### src/rtl/fetch_queue.sv
// Instruction-fetch queue: takes PCs from the program counter, issues one imem request at a time
// and buffers {pc, instr} pairs for decode. `define FETCH_MISALIGN_CHECK_EN turns misaligned PCs into NOPs.
module fetch_queue #(
   parameter int unsigned DEPTH = 4,
   parameter int unsigned XLEN  = 32
) (
   input  logic                     clk,
   input  logic                     rst,
   input  logic [XLEN-1:0]          pc_in,
   input  logic                     pc_valid,
   output logic                     pc_ready,
   input  logic                     flush,
   output logic                     imem_req,
   output logic [XLEN-1:0]          imem_addr,
   input  logic                     imem_gnt,
   input  logic                     imem_rvalid,
   input  logic [XLEN-1:0]          imem_rdata,
   output logic                     if_valid,
   input  logic                     if_ready,
   output logic [XLEN-1:0]          if_pc,
   output logic [XLEN-1:0]          if_instr,
   output logic                     if_misalign,
   output logic [$clog2(DEPTH):0]   fifo_count
);

   localparam int unsigned PtrW = $clog2(DEPTH);
   localparam int unsigned CntW = PtrW + 1;

   localparam logic [1:0] StIdle = 2'd0;
   localparam logic [1:0] StReq  = 2'd1;
   localparam logic [1:0] StWait = 2'd2;
   localparam logic [1:0] StDrop = 2'd3;

   logic [1:0]      state_q, state_d;
   logic [XLEN-1:0] req_pc_q, req_pc_d;
   logic [PtrW-1:0] rd_ptr_q, wr_ptr_q;
   logic [CntW-1:0] count_q;
   logic [CntW-1:0] occupied;

   logic [XLEN-1:0] pc_mem    [DEPTH];
   logic [XLEN-1:0] instr_mem [DEPTH];

   logic            accept;
   logic            push;
   logic            pop;
   logic            misaligned;
   logic            mis_pend;
   logic [XLEN-1:0] push_pc;
   logic [XLEN-1:0] push_instr;

`ifdef FETCH_MISALIGN_CHECK_EN
   localparam logic [XLEN-1:0] Nop = XLEN'(32'h0000_0013);

   logic            pend_q, pend_d;
   logic [XLEN-1:0] pend_pc_q, pend_pc_d;
   logic            push_mis;
   logic            mis_mem [DEPTH];

   assign misaligned = (pc_in[1:0] != 2'b00);
   assign mis_pend   = pend_q;
`else
   assign misaligned = 1'b0;
   assign mis_pend   = 1'b0;
`endif

   // A pending misaligned push already owns a slot, so count it before accepting another PC.
   assign occupied = count_q + CntW'(mis_pend);
   assign pc_ready = !rst && (state_q == StIdle) && !flush && (occupied < CntW'(DEPTH));
   assign accept   = pc_valid && pc_ready;

   assign imem_req  = !rst && (state_q == StReq);
   assign imem_addr = imem_req ? req_pc_q : '0;

   assign if_valid   = !rst && (count_q != '0);
   assign if_pc      = if_valid ? pc_mem[rd_ptr_q] : '0;
   assign if_instr   = if_valid ? instr_mem[rd_ptr_q] : '0;
   assign fifo_count = count_q;
   assign pop        = if_valid && if_ready;

`ifdef FETCH_MISALIGN_CHECK_EN
   assign if_misalign = if_valid ? mis_mem[rd_ptr_q] : 1'b0;
`else
   assign if_misalign = 1'b0;
`endif

   always_comb begin
      state_d    = state_q;
      req_pc_d   = req_pc_q;
      push       = 1'b0;
      push_pc    = req_pc_q;
      push_instr = imem_rdata;
`ifdef FETCH_MISALIGN_CHECK_EN
      pend_d     = 1'b0;
      pend_pc_d  = pend_pc_q;
      push_mis   = 1'b0;
`endif

      unique case (state_q)
         StIdle: begin
            if (accept && !misaligned) begin
               req_pc_d = pc_in;
               state_d  = StReq;
            end
         end
         StReq: begin
            if (flush) begin
               state_d = imem_gnt ? StDrop : StIdle;
            end else if (imem_gnt) begin
               state_d = StWait;
            end
         end
         StWait: begin
            if (flush) begin
               state_d = imem_rvalid ? StIdle : StDrop;
            end else if (imem_rvalid) begin
               push    = 1'b1;
               state_d = StIdle;
            end
         end
         StDrop: begin
            if (imem_rvalid) begin
               state_d = StIdle;
            end
         end
         default: state_d = StIdle;
      endcase

`ifdef FETCH_MISALIGN_CHECK_EN
      // Misaligned PCs skip memory and land as a NOP one cycle after acceptance.
      if (accept && misaligned) begin
         pend_d    = 1'b1;
         pend_pc_d = pc_in;
      end
      if (pend_q && !flush) begin
         push       = 1'b1;
         push_pc    = pend_pc_q;
         push_instr = Nop;
         push_mis   = 1'b1;
      end
`endif
   end

   always_ff @(posedge clk) begin
      if (rst) begin
         state_q  <= StIdle;
         req_pc_q <= '0;
         rd_ptr_q <= '0;
         wr_ptr_q <= '0;
         count_q  <= '0;
      end else begin
         state_q  <= state_d;
         req_pc_q <= req_pc_d;
         if (flush) begin
            rd_ptr_q <= '0;
            wr_ptr_q <= '0;
            count_q  <= '0;
         end else begin
            if (push) begin
               wr_ptr_q <= wr_ptr_q + PtrW'(1);
            end
            if (pop) begin
               rd_ptr_q <= rd_ptr_q + PtrW'(1);
            end
            case ({push, pop})
               2'b10:   count_q <= count_q + CntW'(1);
               2'b01:   count_q <= count_q - CntW'(1);
               default: count_q <= count_q;
            endcase
         end
      end
   end

`ifdef FETCH_MISALIGN_CHECK_EN
   always_ff @(posedge clk) begin
      if (rst) begin
         pend_q    <= 1'b0;
         pend_pc_q <= '0;
      end else begin
         pend_q    <= pend_d;
         pend_pc_q <= pend_pc_d;
      end
   end
`endif

   // Storage needs no reset; entries are only visible through count_q.
   always_ff @(posedge clk) begin
      if (!rst && push) begin
         pc_mem[wr_ptr_q]    <= push_pc;
         instr_mem[wr_ptr_q] <= push_instr;
`ifdef FETCH_MISALIGN_CHECK_EN
         mis_mem[wr_ptr_q]   <= push_mis;
`endif
      end
   end

endmodule

### config.mk
export PLATFORM = sky130hd
export DESIGN_NAME = fetch_queue
export DESIGN_NICKNAME = d
export VERILOG_FILES = /design/src/rtl/fetch_queue.sv
export SDC_FILE = /design/constraint.sdc
export NUM_CORES = 1
export LEC_CHECK = 0
export ABC_CLOCK_PERIOD_IN_PS = 3400
export BUFFER_PORTS_ARGS = -buffer_cell sky130_fd_sc_hd__buf_2
export CORE_MARGIN = 4
export CORE_UTILIZATION = 45
export CTS_BUF_LIST = sky130_fd_sc_hd__clkbuf_2 sky130_fd_sc_hd__clkbuf_4 sky130_fd_sc_hd__clkbuf_8
export CTS_CLUSTER_SIZE = 24
export DETAILED_ROUTE_END_ITERATION = 6
export PLACE_DENSITY = 0.62
export SKIP_LAST_GASP = 1
export SYNTH_ARGS = -nofsm -noshare
export SYNTH_HDL_FRONTEND = slang
export SYNTH_SLANG_ARGS = --single-unit
### constraint.sdc
create_clock -name clk -period 3.4 [get_ports clk]
set_input_delay 0.34 -clock clk [delete_from_list [all_inputs] [get_ports clk]]
set_output_delay 0.34 -clock clk [all_outputs]
set_load 0.1 [all_outputs]
==> results.toml <==
[power]
powerDensity_nw_per_um2 = 500
peakVddDrop_mv = 0.262
power.leakage_nw = 5.38
p_total_mw = 7.18

[worst_setup_path]
path_cells = "nor3_2 -> nor2_4 -> buf_4 -> and2_1 -> buf_2"
path_buf_inv = 2
slowest_delay_ps = 560
cp_max_fo = 65
worstSetupStartpointType = "register"
crit_arrival_ps = 2560
crit_path_end_kind = "primary output"
cp_top_family = "buffers and inverters"
cp_data_required_time_ps = 3060
cp_slowest_cell = "buf_4"
startpoint = "fifo_count[2]"
crit_type = "reg2out"
reg2reg_from = "state_q[1]"

[die]
io_pins = 174
die_height_um = 170
placementRows = 59
dieWidth_um = 170
die-area_um2 = 29000
start_util_pct = 45.7
coreArea_um2 = 26000

[final_layout]
drive_above_1_share_pct = 40.0
fin_util_pct = 55.2
final_area_um2 = 14300
fin_cells = 1254
area_growth_pct = 20.9
n_antenna_cell = 0
nets = 958

[sta]
rsz0062_at_grt = "no"
slew_viol_final = 0
skew_ps = 19.5
max_freq_mhz = 345
maxSlewHeadroom_pct = 44.6
max_slew.worst_pin.slew_ps = 831
fin_tns_setup_ps = 0
final-setup-viol-count = 0
period_minus_slack_ps = 2900
final-hold-violation-count = 0
finalCritPeriodShare_pct = 85.3

[yosys]
syn_nets = 726
synth.distinct_cells = 38
yosysTopAreaCell = "edfxtp_1"
async_flop_share_pct = 0
yosysSeqAreaShare_pct = 72.1
syn_area_um2 = 11900
synth.avg_cell_area_um2 = 18.3
ys.flop_type = "edfxtp_1"
ys_top_cells_by_area = "edfxtp_1 65%, mux4_2 12%, dfxtp_1 7.3%, and2_1 5.3%, o211ai_2 2.1%"
ys_warn_count = 0
synth_most_common_cell = "edfxtp_1"
yosysTopAreaCellShare_pct = 64.8
synth_cells = 649
synth_edf_count = 256
ys_ff_latch = 299
synth_common_cells = "256 x edfxtp_1, 100 x and2_1, 64 x mux4_2"

[place]
io_buffer_count = 172
dpl_cell_area_um2 = 13100
dpl.cell_count = 1134
gp_congestion = 0.762
post-dp-hpwl_mm = 15.3

[drt]
wl_mm = 25.2
viasPerCell = 5.25
drcViolationCount = 0
vias = 6584
wl_per_cell_um = 20.1
drt_iter0_markers = 368
ant_nets = 0
dr.pass1.iters = 4

[worst_hold_path]
hold_class = "in2reg"
hp-start = "pc_in[22]"

[clock_network]
htreeDepth = 2
root_buffer = "clkbuf_8"
cts_setup_buffers = 0
cts.sinks = 299
cts_buffers = 47
cts_tree = "yes"
clk_latency_ps = 540
clk_pin_slew_ps = 60
hold_buffers = 32
cts_buffer_depth = 3
cts_resized = 0

[global_route]
grt_pass1_vias = 7217
met2_usage_pct = 28.5
grt_usage_pct = 17.6
grt_pass1_wl_mm = 39.7
grt_max_degree = 66
use_met1_pct = 24.6
antenna_found_initial = 0
gr-max-usage-layer = "met2"
use_met3_pct = 3.83
gr-total-overflow = 0

[status]
status = "finished, final reports clean"

[job]
drv_cap = 0
==> metrics by stage <==
stage	hold slack [ps]	setup WS (ps)
global route	3.07	305
CTS	0.260	442
global placement	459	1050
floorplan	412	337
detailed placement	496	1020
finish	23.8	501
==> flip-flops by register name, indices dropped and copies added, names as in the netlist, named ones only <==
name,cells
fifo_count,3
instr_mem,128
pc_mem,128
push_pc,32
rd_ptr_q,2
state_q,2
wr_ptr_q,2
==> cell usage in the layout (no fill, tap or decap), types with 7 or more instances in the layout <==
cell type	count
and2_1	96
clkinv_1	9
clkbuf_4	15
o211ai_2	20
nand2_1	28
dfxtp_1	41
buf_4	18
dlygate4sd3_1	33
mux4_2	64
clkbuf_8	52
nor2_1	7
inv_1	7
nand3_1	26
edfxtp_1	256
buf_2	172
a31o_1	7
clkinv_2	11
and3_1	8
==> final timing paths <==
| path | to | slack, ps | cells past startpoint |
|---|---|---|---|
| worst max-delay path | if_pc[5] | 500 | 5 |
| worst min-delay path | push_pc[22] | 20 | 3 |
| worst max register to register | instr_mem[1][28] | 1180 | 3 |
| worst min register to register | register | 510 | 2 |
==> per-layer routing <==
layer,wire [µm],vias up
li1,-,2997
met1,11300,3339
met2,11900,212
met3,1570,36
met4,413,0
met5,0,-
==> cell type report <==
cell class,count,area [µm²]
sequential,299,8560
clock inverter,20,88.8
clock buffer,67,828
inverter,7,26.3
timing repair buffer,224,1350
multi-input combinational,302,3080
fill,2106,11600
tap,335,419
==> worst reg2reg max path, cell delays in order, from the launching register on <==
cell	delay (ps)
dfxtp_1	550
and3_1	310
and2_4	730
buf_4	330
==> where the power goes <==
group	total (mW)	internal (mW)	switching, mW
Combinational	0.244	0.0909	0.153
Clock	2.89	1.57	1.32
Sequential	4.04	4.00	0.0400
==> logic make-up after synthesis <==
group           after synthesis  share of synthesized area, %
fa+ha+maj                     6                         0.696
other cells                   1                        0.0316
buf+inv                      48                          2.31
xor+xnor                      4                         0.295
compound gates               40                          3.28
simple gates                185                          9.00
flops                       299                          72.1
mux                          66                          12.3
Note: power is estimated with default switching activity, not from simulation.
